File: config.mk
export PLATFORM = sky130hd
export DESIGN_NAME = cnn1d_sequencer
export DESIGN_NICKNAME = d
export VERILOG_FILES = /design/src/rtl/cnn1d_pkg.sv /design/src/rtl/majority_voter.sv /design/src/rtl/cnn1d_sequencer.sv
export SDC_FILE = /design/constraint.sdc
export NUM_CORES = 1
export LEC_CHECK = 0
export ABC_AREA = 0
export BUFFER_PORTS_ARGS = -buffer_cell sky130_fd_sc_hd__buf_2
export CORE_UTILIZATION = 50
export DETAILED_ROUTE_END_ITERATION = 6
export GPL_ROUTABILITY_DRIVEN = 0
export PLACE_DENSITY = 0.82
export SETUP_SLACK_MARGIN = 0.2
export SYNTH_ARGS = -nofsm -noshare
export SYNTH_HDL_FRONTEND = slang
export SYNTH_SLANG_ARGS = --single-unit
File: constraint.sdc
create_clock -name clk -period 2.27 [get_ports clk]
set_input_delay 0.454 -clock clk [delete_from_list [all_inputs] [get_ports clk]]
set_output_delay 0.454 -clock clk [all_outputs]
set_load 0.01 [all_outputs]
File: src/rtl/cnn1d_pkg.sv
// rtl/cnn1d_pkg.sv - shared types and constants for the 1-D CNN front end
package cnn1d_pkg;

    localparam int ADC_WIDTH = 12;

    typedef enum logic [1:0] {
        IDLE   = 2'd0,
        STREAM = 2'd1,
        WAIT   = 2'd2
    } seq_state_t;

    // Population count over up to 16 history bits (voting window maximum).
    function automatic logic [4:0] count_ones(input logic [15:0] v);
        logic [4:0] n;
        n = '0;
        for (int i = 0; i < 16; i++) begin
            n = n + {4'd0, v[i]};
        end
        return n;
    endfunction

endpackage

File: src/rtl/majority_voter.sv
// rtl/majority_voter.sv - sliding-window majority vote over per-frame conditions
module majority_voter
    import cnn1d_pkg::*;
#(
    parameter int VOTE_DEPTH     = 5,
    parameter int VOTE_THRESHOLD = 3
) (
    input  logic clk,
    input  logic rst,
    input  logic shift_en,
    input  logic bit_in,
    input  logic clear_fill,
    output logic condition_out,
    output logic condition_valid
);

    localparam int FILL_W = $clog2(VOTE_DEPTH + 1);

    logic [VOTE_DEPTH-1:0] history;
    logic [VOTE_DEPTH-1:0] history_next;
    logic [VOTE_DEPTH:0]   history_wide;
    logic [FILL_W-1:0]     fill;
    logic [FILL_W-1:0]     fill_next;
    logic [4:0]            ones_next;

    // Next history / fill values; the vote uses the history including the new result.
    always_comb begin
        history_wide = {history, bit_in};
        history_next = history_wide[VOTE_DEPTH-1:0];
        fill_next    = (fill == FILL_W'(VOTE_DEPTH)) ? fill : fill + 1'b1;
        ones_next    = count_ones(16'(history_next));
    end

    // History shift, saturating fill and registered vote output.
    always_ff @(posedge clk) begin
        if (rst) begin
            history         <= '0;
            fill            <= '0;
            condition_out   <= 1'b0;
            condition_valid <= 1'b0;
        end else begin
            condition_valid <= 1'b0;
            if (shift_en) begin
                history <= history_next;
                fill    <= fill_next;
                if (fill_next >= FILL_W'(VOTE_DEPTH)) begin
                    condition_out   <= (ones_next >= 5'(VOTE_THRESHOLD));
                    condition_valid <= 1'b1;
                end
            end else if (clear_fill) begin
                fill <= '0;
            end
        end
    end

endmodule

File: src/rtl/cnn1d_sequencer.sv
// rtl/cnn1d_sequencer.sv - one-frame-per-inference gate between ADC stream and CNN
module cnn1d_sequencer
    import cnn1d_pkg::*;
#(
    parameter int FRAME_SAMPLES  = 102400,
    parameter int TIMEOUT_CYCLES = 65536,
    parameter int VOTE_DEPTH     = 5,
    parameter int VOTE_THRESHOLD = 3
) (
    input  logic                 clk,
    input  logic                 rst,
    input  logic                 enable,
    input  logic                 clear_err,
    input  logic                 adc_valid_in,
    output logic                 adc_ready_in,
    input  logic [ADC_WIDTH-1:0] adc_data_in,
    output logic                 cnn_valid_out,
    input  logic                 cnn_ready_in,
    output logic [ADC_WIDTH-1:0] cnn_data_out,
    input  logic                 res_valid_in,
    input  logic                 res_condition_in,
    output logic                 res_ready_out,
    output logic                 condition_out,
    output logic                 condition_valid,
    output logic                 busy,
    output logic                 timeout_err,
    output logic [15:0]          frame_count
);

    localparam int SAMPLE_W = (FRAME_SAMPLES > 1) ? $clog2(FRAME_SAMPLES) : 1;
    localparam int TIMER_W  = (TIMEOUT_CYCLES > 1) ? $clog2(TIMEOUT_CYCLES) : 1;

    seq_state_t          state;
    logic [SAMPLE_W-1:0] sample_cnt;
    logic [TIMER_W-1:0]  timer;

    logic in_stream;
    logic in_wait;
    logic cnn_hs;
    logic res_hs;
    logic last_sample;
    logic timeout_hit;

    // Handshake gating; STREAM is a zero-latency pass-through, WAIT only accepts results.
    always_comb begin
        in_stream     = (state == STREAM);
        in_wait       = (state == WAIT);
        cnn_valid_out = in_stream & adc_valid_in;
        adc_ready_in  = in_stream & cnn_ready_in;
        cnn_data_out  = in_stream ? adc_data_in : '0;
        res_ready_out = in_wait;
        busy          = (state != IDLE);
        cnn_hs        = in_stream & adc_valid_in & cnn_ready_in;
        res_hs        = in_wait & res_valid_in;
        last_sample   = (sample_cnt == SAMPLE_W'(FRAME_SAMPLES - 1));
        // A result in the terminal cycle takes priority over the watchdog.
        timeout_hit   = in_wait & ~res_valid_in & (timer == TIMER_W'(TIMEOUT_CYCLES - 1));
    end

    // Frame sequencing FSM with sample counter, watchdog, error flag and frame counter.
    always_ff @(posedge clk) begin
        if (rst) begin
            state       <= IDLE;
            sample_cnt  <= '0;
            timer       <= '0;
            timeout_err <= 1'b0;
            frame_count <= '0;
        end else begin
            if (timeout_hit) begin
                timeout_err <= 1'b1;
            end else if (clear_err) begin
                timeout_err <= 1'b0;
            end

            case (state)
                IDLE: begin
                    if (enable) begin
                        state      <= STREAM;
                        sample_cnt <= '0;
                    end
                end
                STREAM: begin
                    // enable is not consulted here so a frame is never truncated.
                    if (cnn_hs) begin
                        if (last_sample) begin
                            state      <= WAIT;
                            timer      <= '0;
                            sample_cnt <= '0;
                        end else begin
                            sample_cnt <= sample_cnt + 1'b1;
                        end
                    end
                end
                WAIT: begin
                    if (res_hs) begin
                        frame_count <= frame_count + 16'd1;
                        sample_cnt  <= '0;
                        state       <= enable ? STREAM : IDLE;
                    end else if (timeout_hit) begin
                        state <= IDLE;
                    end else begin
                        timer <= timer + 1'b1;
                    end
                end
                default: begin
                    state <= IDLE;
                end
            endcase
        end
    end

    majority_voter #(
        .VOTE_DEPTH     (VOTE_DEPTH),
        .VOTE_THRESHOLD (VOTE_THRESHOLD)
    ) u_voter (
        .clk             (clk),
        .rst             (rst),
        .shift_en        (res_hs),
        .bit_in          (res_condition_in),
        .clear_fill      (timeout_hit),
        .condition_out   (condition_out),
        .condition_valid (condition_valid)
    );

endmodule

### Yosys cells after proc, flatten, opt, wreduce, memory -nomap -nowiden

Cells that the tools add are included.

| cells by class | value |
|---|---|
| reductions and logical operators | 12 |
| multiplexer cells | 24 |
| divide/modulo/power cells | 0 |
| multipliers | 0 |
| bitwise gates (word level) | 8 |
| shift operators | 0 |
| add/sub/neg operators | 8 |
| equality and inequality tests | 12 |
| $lt $le $gt $ge | 2 |

Operator list:

| operator | number |
|---|---|
| two-way mux 17 bit | 4 |
| two-way mux 16 bit | 4 |
| case mux 17 bit (3 select lines) | 1 |
| adder 16 x 1 -> 16 bit, second input constant | 2 |
| case mux 16 bit (2 select lines) | 1 |
| adder 17 x 1 -> 17 bit, second input constant | 1 |
| == test 17 bit, second input constant | 1 |
| == test 16 bit, second input constant | 1 |
| two-way mux 12 bit | 1 |
| adder 5 x 1 -> 5 bit | 2 |
| two-way mux 2 bit | 5 |
| two-way mux 3 bit | 3 |
| AND reduction 4 bit | 2 |
| nonzero test 2 bit | 4 |
| AND 1 bit | 6 |
| != test 2 x 1 -> 1 bit, second input constant | 3 |
| != test 2 bit, second input constant | 3 |
| case mux 2 bit (3 select lines) | 1 |
| greater-or-equal comparator 5 x 2 -> 1 bit, second input constant | 1 |
| AND reduction 5 bit | 1 |
| two-way mux 1 bit | 4 |
| AND reduction 2 bit | 2 |
| adder 2 x 1 -> 3 bit | 1 |
| adder 3 x 1 -> 3 bit, second input constant | 1 |
| other kinds (10) | 11 |

| storage, ports and cells | value |
|---|---|
| input port bits | 20 |
| memories kept | 0 |
| register bits after elaboration | 61 |
| bits in latches | 0 |
| output and inout port bits | 35 |
| bits in read-only memories | 0 |
| bits in writable memories | 0 |

### Logic depth before layout (Yosys ltp)

Gate-level depths: netlist of the first run.

| depth | value |
|---|---|
| depth in word-level cells | 6 |
| mapped depth | 9 |
| gate-level depth less buffers | 8 |

### Modules after synthesis

Synthesis of the first run repeated with hierarchy kept, for this count alone.

| unflattened totals | value |
|---|---|
| cells, all modules | 397 |
| area total of the unflattened synthesis | 3,318.2 µm² |

By module, submodules not included:

| module | cells each | times used | area each (µm²) |
|---|---|---|---|
| cnn1d_sequencer | 343 | 1 | 2,829.0 |
| majority_voter | 54 | 1 | 489.2 |

### Worst setup path before layout of the first run

Ideal clock, no wire load.

| path | value |
|---|---|
| path kind | input to register |
| from | input res_condition_in |
| to | register u_voter.condition_out |
| path slack | 0.281 ns |
| library setup time | 0.132 ns |
| stages | 7 |
| data required time | 2.138 ns |
| data arrival time | 1.857 ns |
| path buffers | 0 |
| cells stage by stage | inv_1 fa_1 fa_1 inv_1 ha_1 a211oi_1 nor3_1 |

| between the ends | value |
|---|---|
| longest elaborated chain between the ends | 5 |

Ends and longest elaborated chain:

| what | line | text |
|---|---|---|
| start, declared | cnn1d_sequencer.sv:21 | `input logic res_condition_in,` |
| adder 1 x 1 -> 2 bit | cnn1d_pkg.sv:17 | `n = n + {4'd0, v[i]};` |
| adder 2 x 1 -> 3 bit | cnn1d_pkg.sv:17 |  |
| adder 5 x 1 -> 5 bit (2 in series) | cnn1d_pkg.sv:17 |  |
| greater-or-equal comparator 5 x 2 -> 1 bit | majority_voter.sv:47 | `condition_out <= (ones_next >= 5'(VOTE_THRESHOLD));` |
| end signal, assigned | majority_voter.sv:47 |  |
| end, declared | majority_voter.sv:13 | `output logic condition_out,` |

No other way between the ends.
A chain may end at the register's enable or synchronous reset.

### Worst setup path after layout of the first run

| path | value |
|---|---|
| from | register sample_cnt[0] |
| to | register timer[0] |

| between the ends | value |
|---|---|
| longest elaborated chain between the ends | 3 |

Ends and longest elaborated chain:

| what | line | text |
|---|---|---|
| start, declared | cnn1d_sequencer.sv:34 | `logic [SAMPLE_W-1:0] sample_cnt;` |
| start signal, assigned | cnn1d_sequencer.sv:90 | `sample_cnt <= sample_cnt + 1'b1;` |
| == test 17 bit | cnn1d_sequencer.sv:55 | `last_sample = (sample_cnt == SAMPLE_W'(FRAME_SAMPLES - 1));` |
| != test 2 x 1 -> 1 bit (no line) | -- |  |
| AND reduction 5 bit (no line) | -- |  |
| end signal, assigned | cnn1d_sequencer.sv:102 | `timer <= timer + 1'b1;` |
| end, declared | cnn1d_sequencer.sv:35 | `logic [TIMER_W-1:0] timer;` |

No other way between the ends.

==> results of run 1 <==
-- stage by stage --
step,instances,util,hold WS (ns),power (mW)
5_1_grt,526,0.6127,0.3538,2.086
2_1_floorplan,389,-,0.4363,1.175
3_5_place_dp,509,0.5820,0.4658,1.224
4_1_cts,525,0.6100,0.3501,2.027
3_3_place_gp,509,0.5820,0.4452,1.221
6_report,526,0.6127,0.3511,2.013
-- flip-flops by register name, summed over array words and instances (netlist names) --
signal                   flops
sample_cnt                  17
u_voter.condition_valid      1
u_voter.fill                 3
frame_count                 16
timer                       16
timeout_err                  1
u_voter.condition_out        1
state                        2
u_voter.history              4
-- layout by cell type, fill, tap and decap left out, drive strengths merged, types with 9 or more instances in the layout --
cell     n
dfxtp   61
clkbuf  11
xnor2   20
nand2   37
nor2    49
nand3   16
a31oi    9
and2    22
a21oi   26
buf     63
inv     15
nand4   11
nor3    14
o21ai   12
-- logic make-up (layout without fill, tap and decap cells) --
kind of cell,count (synthesis),in the layout
XOR/XNOR,26,26
flip-flops,61,61
multiplexers,2,2
buffers and inverters,32,94
AND/OR/NAND/NOR,190,190
adder cells (fa/ha/maj),9,9
AO/OA/AOI/OAI,69,69
-- metal layers --
metal	up-vias	share of wire	track usage
met3	10	0.039	0.06556
met2	54	0.50	0.3975
met5	-	0	0
met1	1439	0.44	0.2728
met4	0	0.013	0.09649
li1	1498	-	-
-- cells in the mapped netlist (all sizes together) (2+ instances only) --
master	n	area (um2)
nor2b	2	12.51
nor2	49	183.9
a31oi	9	56.30
nor4b	6	77.58
a21oi	26	133.9
xnor2	20	175.2
clkbuf	9	33.78
a211oi	5	37.54
or3	3	18.77
and4	3	28.78
nor3b	2	15.01
fa	2	40.04
nand4bb	2	22.52
dfxtp	61	1221
nand3	16	85.08
nor4	5	31.28
nand2b	4	25.02
mux2i	2	20.02
ha	7	87.58
nand3b	3	22.52
o21ai	12	60.05
buf	8	62.56
nor3	14	70.07
nand2	37	141.4
inv	15	56.30
a311oi	4	35.03
a41oi	2	17.52
and2	22	138.9
and3	7	43.79
nand4	11	68.82
or2	2	12.51
a31o	2	17.52
xor2	6	52.55
-- how the worst min path moves through the flow --
stage	end	slack, ns	cells past startpoint
final	u_voter.history[0]	0.35	3
after global routing	u_voter.history[0]	0.35	3
after CTS	u_voter.history[0]	0.35	3
after detailed placement	u_voter.history[3]	0.47	2
after global placement	u_voter.history[3]	0.45	2
after floorplan	u_voter.history[3]	0.44	2
-- worst reg2reg max path, delay by kind of cell (launching register included) --
family / cells / cell delay (ns)
AO/OA/AOI/OAI: 1 / 0.24
AND/OR/NAND/NOR: 4 / 1.02
adder cells (fa/ha/maj): 1 / 0.23
flip-flops: 1 / 0.38
-- final cells by class --
cell class / instances / area, um2 / share of cell area
repair buffers: 63 / 337.8 / 0.09097
well taps: 75 / 93.84 / 0.02527
inverters: 15 / 56.30 / 0.01516
clock buffers: 11 / 131.4 / 0.03538
multi-input cells: 296 / 1844 / 0.4966
flip-flops and latches: 61 / 1222 / 0.3292
clock inverters: 5 / 27.53 / 0.007412
-- power groups by stage --
stage          clock network (mW)  registers (mW)  logic [mW]
6_report                    0.810            1.08       0.126
3_5_place_dp                    0            1.10       0.124
4_1_cts                     0.826            1.08       0.125
2_1_floorplan                   0            1.10      0.0750
3_3_place_gp                    0            1.10       0.120
5_1_grt                     0.873            1.08       0.136
-- what timing repair did --
item                                    in CTS  in global routing
pin swaps                                    0                  1
gates resized for setup                      2                  4
endpoints found under the setup margin      15                 36
buffers inserted                             0                  1
==> impl_metrics.prom, run 1 <==
# TYPE chip_impl_metric gauge
chip_impl_info{name="run_status",value="complete, no violations"} 1
chip_impl_metric{name="grt_antenna_before_repair",unit=""} 0
chip_impl_metric{name="worst_pin_slew",unit="ns"} 0.5339
chip_impl_metric{name="die_span_x",unit="um"} 81.99
chip_impl_info{name="ctsRootBufferMaster",value="clkbuf_8"} 1
chip_impl_metric{name="synth_xor_area_frac",unit=""} 0.07118
chip_impl_metric{name="compound_cell_area_share_of_the_yosys_netlist",unit=""} 0.1357
chip_impl_metric{name="total_switching_power",unit="mW"} 0.5017
chip_impl_info{name="critical_path.endpoint_type",value="flop"} 1
chip_impl_metric{name="clockPowerShare",unit=""} 0.403
chip_impl_metric{name="clock_path_buffers",unit=""} 2
chip_impl_metric{name="regToRegSetupSlack",unit="ns"} 0.31
chip_impl_info{name="crit_reg_reg_endpoint",value="timer[0]"} 1
chip_impl_metric{name="placement_rows",unit=""} 28
chip_impl_metric{name="ys_seq_elements",unit=""} 61
chip_impl_info{name="critical_path_class",value="flop to flop"} 1
chip_impl_metric{name="routed-via-count",unit=""} 3001
chip_impl_metric{name="cts_num_sinks",unit=""} 61
chip_impl_info{name="worstPathCellList",value="ha_1 > nand2_1 > nor4b_4 > nand3_2 > and2_2 > a31o_2"} 1
chip_impl_metric{name="final_hold_viol_count",unit=""} 0
chip_impl_metric{name="slew_headroom",unit=""} 0.6440
chip_impl_metric{name="worstSetupPathDepth",unit=""} 6
chip_impl_metric{name="rr_worst_depth",unit=""} 6
chip_impl_info{name="critical_path.startpoint_type",value="flop"} 1
chip_impl_metric{name="number_of_warning_messages_in_the_yosys_log",unit=""} 0
chip_impl_metric{name="critical_path.max_stage_delay",unit="ns"} 0.38
chip_impl_info{name="worst_hold_startpoint",value="res_condition_in"} 1
chip_impl_metric{name="setup_total_negative_slack",unit="ns"} 0
chip_impl_metric{name="gr-total-overflow",unit=""} 0
chip_impl_metric{name="share_of_synthesized_flip_flops_with_an_asynchronous_set_or_reset",unit=""} 0
chip_impl_metric{name="post_cts_hold_buffer_count",unit=""} 0
chip_impl_metric{name="grt_pass1_vias",unit=""} 2746
chip_impl_metric{name="clock-skew-final",unit="ns"} 0.008080
chip_impl_metric{name="flow.area_growth_from_synthesis",unit="%"} 16.07
chip_impl_info{name="crit-reg2reg-launch",value="sample_cnt[0]"} 1
chip_impl_metric{name="number_of_port_buffers",unit=""} 54
chip_impl_metric{name="number_of_antenna_cells_inserted",unit=""} 0
chip_impl_metric{name="post_synth_and_or_nand_nor_area_fraction",unit=""} 0.3176
chip_impl_info{name="grt_setup_unrepaired",value="false"} 1
chip_impl_metric{name="report.final.setup_viol",unit=""} 0
chip_impl_metric{name="io-pin-count",unit=""} 55
chip_impl_metric{name="clk-insertion-delay-late",unit="ns"} 0.34
chip_impl_metric{name="route.detailed.drc",unit=""} 0
chip_impl_info{name="cts_tree",value="built"} 1
chip_impl_metric{name="power.combinational.fraction",unit=""} 0.062
chip_impl_info{name="critical-path-slowest-cell",value="dfxtp_1"} 1
chip_impl_info{name="yosys_most_used_dff",value="dfxtp_1"} 1
chip_impl_metric{name="maximum_vdd_drop",unit="uV"} 575.9
chip_impl_metric{name="initial_core_util",unit=""} 0.5279
chip_impl_metric{name="sw_frac_of_total",unit=""} 0.2493
chip_impl_metric{name="crit_path_max_fanout",unit=""} 8
chip_impl_metric{name="placeable_core_area",unit="um2"} 6061
chip_impl_metric{name="cellLeakagePower",unit="nW"} 1.397
chip_impl_metric{name="die_ht",unit="um"} 81.99
chip_impl_info{name="synth_top_family_by_area",value="simple AND/OR/NAND/NOR gates"} 1
chip_impl_metric{name="final.min_clock_period",unit="ns"} 1.958
chip_impl_metric{name="clock_transition_time_at_the_flip_flop_clock_pins_of_the_worst_setup_and_hold_paths",unit="ns"} 0.07
chip_impl_metric{name="power_density",unit="nW/um2"} 542.0
chip_impl_metric{name="post_route_cells_drive_above_1_share",unit=""} 0.2084
chip_impl_metric{name="final.period_utilization",unit=""} 0.8628
chip_impl_metric{name="synth.yosys.seq_area_share",unit=""} 0.3817
chip_impl_info{name="crit_start",value="sample_cnt[0]"} 1
chip_impl_metric{name="detailedPlacementHpwl",unit="mm"} 5.125
chip_impl_metric{name="dieArea",unit="um2"} 6722
chip_impl_metric{name="groute.usage.overall",unit=""} 0.2332
chip_impl_metric{name="avgRoutedWirePerCell",unit="um"} 13.67
chip_impl_metric{name="synth_cell_type_count",unit=""} 53
chip_impl_metric{name="power_frac_seq",unit=""} 0.535
chip_impl_metric{name="ant_nets",unit=""} 0
chip_impl_info{name="path_delay_family",value="simple AND/OR/NAND/NOR gates"} 1
chip_impl_metric{name="cts_buffers",unit=""} 9
chip_impl_metric{name="final_area",unit="um2"} 3714
chip_impl_metric{name="num-fill-cells",unit=""} 526
chip_impl_metric{name="detailedRoute.firstPassIterationCount",unit=""} 4
chip_impl_metric{name="synth_enable_flop_cells",unit=""} 0
chip_impl_metric{name="global_route_wire_length_before_repair",unit="mm"} 11.99
chip_impl_info{name="capture_point_of_the_critical_path",value="timer[0]"} 1
chip_impl_metric{name="nNetsFinal",unit=""} 475
chip_impl_metric{name="finalMaxSlewViolations",unit=""} 0
chip_impl_metric{name="maxClockFrequency",unit="MHz"} 510.6
chip_impl_metric{name="crit_path_dat",unit="ns"} 2.20
chip_impl_metric{name="minimum_setup_slack_in_the_final_design",unit="ns"} 0.3115
chip_impl_metric{name="wirelength",unit="mm"} 7.190
chip_impl_metric{name="place_worst_setup_slack",unit="ns"} 0.09662
chip_impl_info{name="worstHoldPathType",value="input pin to flop"} 1
chip_impl_metric{name="int_pwr",unit="mW"} 1.511
chip_impl_metric{name="pin_count_of_the_biggest_net_entering_global_routing",unit=""} 28
chip_impl_metric{name="cp.buffers_inverters",unit=""} 0
chip_impl_metric{name="synth_adder_area_share",unit=""} 0.03989
chip_impl_metric{name="placedInstanceArea",unit="um2"} 3527
chip_impl_metric{name="syn-num-nets",unit=""} 418
chip_impl_metric{name="drt-vias-per-instance",unit=""} 5.705
chip_impl_metric{name="drt_iter0_markers",unit=""} 167
chip_impl_metric{name="syn-instance-count",unit=""} 389
chip_impl_metric{name="htreeDepth",unit=""} 3
chip_impl_metric{name="yosys-mux-area-fraction",unit=""} 0.006257
chip_impl_metric{name="worstPathRequired",unit="ns"} 2.51
chip_impl_metric{name="post_synth_instance_area",unit="um2"} 3199
chip_impl_metric{name="cap_violations",unit=""} 0
chip_impl_metric{name="synth_area_per_cell",unit="um2"} 8.224
Power figures use the tool's default switching activity.
==> inputs of run 2 (changes only) <==
- CORE_ASPECT_RATIO: default -> 1.75
==> impl_metrics.prom, run 2 (synthesis results as in run 1) <==
# TYPE chip_impl_metric gauge
chip_impl_metric{name="placedCellCount",unit=""} 516
chip_impl_info{name="largest_registers",value="sample_cnt: 17 flops, frame_count: 16 flops, timer: 16 flops"} 1
chip_impl_metric{name="report.final.setup_viol",unit=""} 0
chip_impl_metric{name="cap_violations",unit=""} 0
chip_impl_metric{name="route.detailed.drc",unit=""} 0
chip_impl_metric{name="crit_path_dat",unit="ns"} 2.22
chip_impl_metric{name="final_cells",unit=""} 532
chip_impl_info{name="worstHoldPathType",value="input pin to flop"} 1
chip_impl_metric{name="number_of_port_buffers",unit=""} 54
chip_impl_metric{name="post_route_cells_drive_above_1_share",unit=""} 0.2190
chip_impl_metric{name="detailedPlacementHpwl",unit="mm"} 5.278
chip_impl_metric{name="final.period_utilization",unit=""} 0.8680
chip_impl_metric{name="initial_core_util",unit=""} 0.5176
chip_impl_metric{name="total_switching_power",unit="mW"} 0.5177
chip_impl_metric{name="nNetsFinal",unit=""} 476
chip_impl_metric{name="finalMaxSlewViolations",unit=""} 0
chip_impl_metric{name="grt_antenna_before_repair",unit=""} 0
chip_impl_metric{name="clock_transition_time_at_the_flip_flop_clock_pins_of_the_worst_setup_and_hold_paths",unit="ns"} 0.07
chip_impl_metric{name="sw_frac_of_total",unit=""} 0.2064
chip_impl_metric{name="ant_nets",unit=""} 0
chip_impl_info{name="worstPathCellList",value="ha_1 > nand2_1 > nor4b_4 > nand3_4 > and2_2 > a31o_2"} 1
chip_impl_metric{name="pin_count_of_the_biggest_net_entering_global_routing",unit=""} 25
chip_impl_info{name="largest_register",value="sample_cnt"} 1
chip_impl_metric{name="power.combinational.fraction",unit=""} 0.049
chip_impl_metric{name="io-pin-count",unit=""} 55
chip_impl_info{name="cts_tree",value="built"} 1
chip_impl_info{name="critical_path.endpoint_type",value="flop"} 1
chip_impl_metric{name="clk-insertion-delay-late",unit="ns"} 0.36
chip_impl_info{name="critical_path.startpoint_type",value="flop"} 1
chip_impl_metric{name="setup_total_negative_slack",unit="ns"} 0
chip_impl_metric{name="slew_headroom",unit=""} 0.6774
chip_impl_info{name="ctsRootBufferMaster",value="clkbuf_8"} 1
chip_impl_metric{name="dieArea",unit="um2"} 6735
chip_impl_metric{name="cts_buffers",unit=""} 9
chip_impl_metric{name="clock-skew-final",unit="ns"} 0.01214
chip_impl_metric{name="routed-via-count",unit=""} 3014
chip_impl_metric{name="maxClockFrequency",unit="MHz"} 507.5
chip_impl_metric{name="post_cts_hold_buffer_count",unit=""} 0
chip_impl_metric{name="final_hold_viol_count",unit=""} 0
chip_impl_metric{name="cellLeakagePower",unit="nW"} 1.454
chip_impl_metric{name="clock_path_buffers",unit=""} 2
chip_impl_metric{name="drt_iter0_markers",unit=""} 154
chip_impl_metric{name="crit_path_max_fanout",unit=""} 8
chip_impl_metric{name="power_frac_seq",unit=""} 0.429
chip_impl_info{name="critical_path_class",value="flop to flop"} 1
chip_impl_metric{name="placeable_core_area",unit="um2"} 6181
chip_impl_metric{name="critical_path.max_stage_delay",unit="ns"} 0.42
chip_impl_metric{name="flow.area_growth_from_synthesis",unit="%"} 20.49
chip_impl_metric{name="power_density",unit="nW/um2"} 650.8
chip_impl_metric{name="global_route_wire_length_before_repair",unit="mm"} 11.96
chip_impl_metric{name="die_span_x",unit="um"} 62.47
chip_impl_metric{name="drt-vias-per-instance",unit=""} 5.665
chip_impl_metric{name="maximum_vdd_drop",unit="uV"} 459.4
chip_impl_metric{name="number_of_antenna_cells_inserted",unit=""} 0
chip_impl_metric{name="die_ht",unit="um"} 107.8
chip_impl_metric{name="final.min_clock_period",unit="ns"} 1.970
chip_impl_metric{name="int_pwr",unit="mW"} 1.991
chip_impl_metric{name="worstPathRequired",unit="ns"} 2.52
chip_impl_metric{name="htreeDepth",unit=""} 3
chip_impl_metric{name="cts_num_sinks",unit=""} 61
chip_impl_metric{name="fin_worst_hold_slack",unit="ns"} 0.3643
chip_impl_metric{name="placement_rows",unit=""} 38
chip_impl_metric{name="detailedRoute.firstPassIterationCount",unit=""} 4
chip_impl_metric{name="report.power.total",unit="mW"} 2.509
chip_impl_metric{name="worst_pin_slew",unit="ns"} 0.4796
chip_impl_metric{name="wirelength",unit="mm"} 7.392
chip_impl_metric{name="clockPowerShare",unit=""} 0.521
chip_impl_info{name="grt_setup_unrepaired",value="true"} 1
chip_impl_info{name="run_status",value="complete, no violations"} 1
chip_impl_metric{name="gr-total-overflow",unit=""} 0
chip_impl_info{name="critical-path-slowest-cell",value="nor4b_4"} 1
chip_impl_metric{name="postLayoutCoreUtil",unit=""} 0.6237
chip_impl_metric{name="largest_register_ffs",unit=""} 17
chip_impl_metric{name="grt_pass1_vias",unit=""} 2829
chip_impl_info{name="final_common_cell",value="dfxtp_1"} 1
chip_impl_metric{name="avgRoutedWirePerCell",unit="um"} 13.89
chip_impl_info{name="layout_common_cells",value="dfxtp_1, buf_2, nor2_1"} 1
chip_impl_metric{name="groute.usage.overall",unit=""} 0.2246
run 2: critical path: cells and delay by family (launching register included):
family / cells / cell delay (ns)
AOI/OAI and AO/OA: 1 / 0.24
adders and majority gates: 1 / 0.22
and+or+nand+nor: 4 / 1.03
DFF: 1 / 0.38
run 2: area by class of cell:
cell class	instances	area, um2
timing repair buffer	64	345.3
multi-input combinational	296	1859
sequential	61	1222
inverter	15	56.30
tap	80	100.1
fill	530	2326
clock inverter	6	133.9
clock buffer	10	137.6
run 2: layer usage:
| layer | up-vias | share of wire | wire, um | GRT usage |
|---|---|---|---|---|
| met5 | - | 0 | 0 | 0 |
| met4 | 0 | 0.034 | 253 | 0.1761 |
| met3 | 19 | 0.019 | 143 | 0.03072 |
| met2 | 57 | 0.56 | 4108 | 0.4193 |
| met1 | 1447 | 0.39 | 2886 | 0.2170 |
| li1 | 1491 | - | - | - |
run 2: repair_timing:
action,CTS,global route
endpoints found under the setup margin,16,39
buffers inserted,0,0
gates cloned,0,0
pin swaps,0,1
gates resized for setup,2,7
run 2: final timing paths:
path	cells past startpoint	slack, ns	from	to
setup reg to reg	6	0.30	sample_cnt[0]	timer[0]
hold reg to reg	2	0.46	u_voter.history[3]	u_voter.history[3]
hold / removal	3	0.36	clear_err	timeout_err
setup / recovery	6	0.30	sample_cnt[0]	timer[0]
run 2: power by group through the flow:
stage | registers (mW) | clock network [mW] | logic (mW)
after global routing | 1.08 | 1.37 | 0.135
after floorplan | 1.10 | 0 | 0.0750
after global placement | 1.10 | 0 | 0.116
after CTS | 1.08 | 1.32 | 0.121
after detailed placement | 1.10 | 0 | 0.120
final | 1.08 | 1.31 | 0.124
run 2: through the flow:
| stage | instance area (um2) | setup WS (ns) |
|---|---|---|
| 2_1_floorplan | 3199 | 0.2811 |
| 5_1_grt | 3855 | 0.1526 |
| 6_report | 3855 | 0.2996 |
| 3_3_place_gp | 3548 | 0.1478 |
| 4_1_cts | 3831 | 0.2351 |
| 3_5_place_dp | 3548 | 0.03977 |
==> inputs of run 3 (changes only) <==
- BUFFER_PORTS_ARGS: -buffer_cell sky130_fd_sc_hd__buf_2 -> default
- CELL_PAD_IN_SITES_DETAIL_PLACEMENT: default -> 1
- CELL_PAD_IN_SITES_GLOBAL_PLACEMENT: default -> 1
- CORE_UTILIZATION: 50 -> 47
- CTS_CLUSTER_DIAMETER: default -> 30
- DONT_BUFFER_PORTS: default -> 1
- PLACE_DENSITY: 0.82 -> 0.89
==> impl_metrics.prom, run 3 (synthesis results as in run 1) <==
# TYPE chip_impl_metric gauge
chip_impl_metric{name="routed-via-count",unit=""} 2868
chip_impl_metric{name="initial_core_util",unit=""} 0.4893
chip_impl_metric{name="critical_path.max_stage_delay",unit="ns"} 0.58
chip_impl_metric{name="drt-vias-per-instance",unit=""} 5.975
chip_impl_metric{name="setup_total_negative_slack",unit="ns"} 0
chip_impl_metric{name="nNetsFinal",unit=""} 422
chip_impl_metric{name="largest_register_ffs",unit=""} 17
chip_impl_metric{name="number_of_port_buffers",unit=""} 0
chip_impl_metric{name="pin_count_of_the_biggest_net_entering_global_routing",unit=""} 50
chip_impl_info{name="worstHoldPathType",value="input pin to flop"} 1
chip_impl_metric{name="grt_antenna_before_repair",unit=""} 0
chip_impl_metric{name="groute.usage.overall",unit=""} 0.2573
chip_impl_metric{name="die_ht",unit="um"} 111.1
chip_impl_metric{name="grt_pass1_vias",unit=""} 3143
chip_impl_metric{name="clock-skew-final",unit="ns"} 0.004896
chip_impl_metric{name="number_of_antenna_cells_inserted",unit=""} 0
chip_impl_metric{name="power.combinational.fraction",unit=""} 0.027
chip_impl_metric{name="final.min_clock_period",unit="ns"} 2.099
chip_impl_metric{name="slew_headroom",unit=""} 0.4709
chip_impl_metric{name="report.power.total",unit="mW"} 2.837
chip_impl_metric{name="crit_path_dat",unit="ns"} 1.64
chip_impl_metric{name="crit_path_max_fanout",unit=""} 14
chip_impl_metric{name="avgRoutedWirePerCell",unit="um"} 18.12
chip_impl_metric{name="clockPowerShare",unit=""} 0.594
chip_impl_info{name="cts_tree",value="built"} 1
chip_impl_info{name="ctsRootBufferMaster",value="clkbuf_16"} 1
chip_impl_metric{name="maxClockFrequency",unit="MHz"} 476.5
chip_impl_metric{name="worstPathRequired",unit="ns"} 1.82
chip_impl_metric{name="clock_transition_time_at_the_flip_flop_clock_pins_of_the_worst_setup_and_hold_paths",unit="ns"} 0.06
chip_impl_metric{name="ant_nets",unit=""} 0
chip_impl_metric{name="wirelength",unit="mm"} 8.696
chip_impl_info{name="grt_setup_unrepaired",value="true"} 1
chip_impl_metric{name="final_hold_viol_count",unit=""} 0
chip_impl_info{name="final_common_cell",value="dfxtp_1"} 1
chip_impl_metric{name="gr-total-overflow",unit=""} 0
chip_impl_metric{name="total_switching_power",unit="mW"} 0.5604
chip_impl_metric{name="maximum_vdd_drop",unit="uV"} 633.2
chip_impl_metric{name="final.period_utilization",unit=""} 0.9245
chip_impl_info{name="run_status",value="complete, no violations"} 1
chip_impl_metric{name="worst_pin_slew",unit="ns"} 0.7936
chip_impl_metric{name="report.final.setup_viol",unit=""} 0
chip_impl_metric{name="placeable_core_area",unit="um2"} 6539
chip_impl_metric{name="num-fill-cells",unit=""} 781
chip_impl_info{name="largest_registers",value="sample_cnt: 17 flops, frame_count: 16 flops, timer: 16 flops"} 1
chip_impl_metric{name="dieArea",unit="um2"} 7154
chip_impl_metric{name="htreeDepth",unit=""} 3
chip_impl_metric{name="post_route_cells_drive_above_1_share",unit=""} 0.1055
chip_impl_metric{name="die_span_x",unit="um"} 64.37
chip_impl_metric{name="placement_rows",unit=""} 39
chip_impl_metric{name="detailedPlacementHpwl",unit="mm"} 5.760
chip_impl_metric{name="area.sequential",unit="um2"} 1221
chip_impl_metric{name="route.detailed.drc",unit=""} 0
chip_impl_metric{name="global_route_wire_length_before_repair",unit="mm"} 14.32
chip_impl_info{name="worstPathCellList",value="nor2b_1 > and2_1"} 1
chip_impl_metric{name="multi_input_area",unit="um2"} 1856
chip_impl_metric{name="clk-insertion-delay-late",unit="ns"} 0.34
chip_impl_metric{name="io-pin-count",unit=""} 55
chip_impl_info{name="layout_common_cells",value="dfxtp_1, nor2_1, nand2_1"} 1
chip_impl_metric{name="cts_setup_buffers",unit=""} 0
chip_impl_info{name="critical_path_class",value="flop to output port"} 1
chip_impl_metric{name="cts_buffers",unit=""} 9
chip_impl_metric{name="cellLeakagePower",unit="nW"} 1.230
chip_impl_metric{name="finalMaxSlewViolations",unit=""} 0
chip_impl_metric{name="sw_frac_of_total",unit=""} 0.1975
chip_impl_metric{name="cts_num_sinks",unit=""} 61
chip_impl_info{name="critical_path.endpoint_type",value="output port"} 1
chip_impl_metric{name="power_frac_seq",unit=""} 0.380
chip_impl_info{name="critical_path.startpoint_type",value="flop"} 1
chip_impl_metric{name="clock_path_buffers",unit=""} 2
chip_impl_metric{name="power_density",unit="nW/um2"} 772.3
chip_impl_metric{name="cap_violations",unit=""} 0
chip_impl_metric{name="detailedRoute.firstPassIterationCount",unit=""} 4
chip_impl_metric{name="drt_iter0_markers",unit=""} 183
chip_impl_metric{name="int_pwr",unit="mW"} 2.277
chip_impl_metric{name="flow.area_growth_from_synthesis",unit="%"} 14.82
chip_impl_info{name="critical-path-slowest-cell",value="nor2b_1"} 1
chip_impl_info{name="largest_register",value="sample_cnt"} 1
==> run 3: cell count changes in the layout (fill, tap and decap cells not counted), sizes merged <==
cell,delta
buf,-54
clkinvlp,+1
clkbuf,-1
==> run 3: area by class of cell <==
class / instances / area share
inverters: 15 / 0.01533
clock inverters: 7 / 0.03747
repair buffers: 10 / 0.02044
multi-input cells: 296 / 0.5051
flip-flops and latches: 61 / 0.3324
clock buffers: 9 / 0.06131
well taps: 82 / 0.02793
==> run 3: metrics by stage <==
stage                     hold slack (ns)  setup WS [ns]  instance area [um2]  utilization  std cells
after CTS                          0.1807         0.1859                 3643       0.5572        480
after detailed placement           0.4481         0.1479                 3281       0.5017        464
after global placement             0.4416         0.2455                 3281       0.5017        464
after floorplan                    0.4363         0.2811                 3199            -        389
final                              0.1903         0.1715                 3674       0.5618        480
after global routing               0.1790        0.04953                 3674       0.5618        480
==> run 3: timing repair <==
action | in CTS | in global routing
hold buffers | 0 | 0
pin swaps | 0 | 0
endpoints found under the setup margin | 14 | 38
gates resized for setup | 0 | 5
==> run 3: layer usage <==
metal	global-route usage	up-vias	wire length, um
met2	0.4800	46	4915
met1	0.2545	1425	3345
li1	-	1380	-
met5	0	-	0
met4	0.1096	0	178
met3	0.07202	17	256
==> run 3: final timing paths <==
| path | end | slack, ns | cells after the start | startpoint |
|---|---|---|---|---|
| setup / recovery | cnn_data_out[10] | 0.17 | 2 | state[0] |
| hold / removal | frame_count[10] | 0.19 | 1 | rst |
| setup reg to reg | sample_cnt[8] | 0.20 | 5 | state[1] |
| hold reg to reg | u_voter.history[3] | 0.46 | 2 | u_voter.history[3] |
==> run 3: power groups by stage <==
stage	registers, mW	clock network, mW	logic (mW)
2_1_floorplan	1.10	0	0.0750
3_3_place_gp	1.10	0	0.0713
3_5_place_dp	1.10	0	0.0739
4_1_cts	1.08	1.70	0.0756
5_1_grt	1.08	1.77	0.0814
6_report	1.08	1.68	0.0754
==> run 3: critical path, delay by kind of cell (launching register included) <==
kind / cells / cell delay [ns]
AND/OR/NAND/NOR: 2 / 0.86
flip-flops: 1 / 0.45
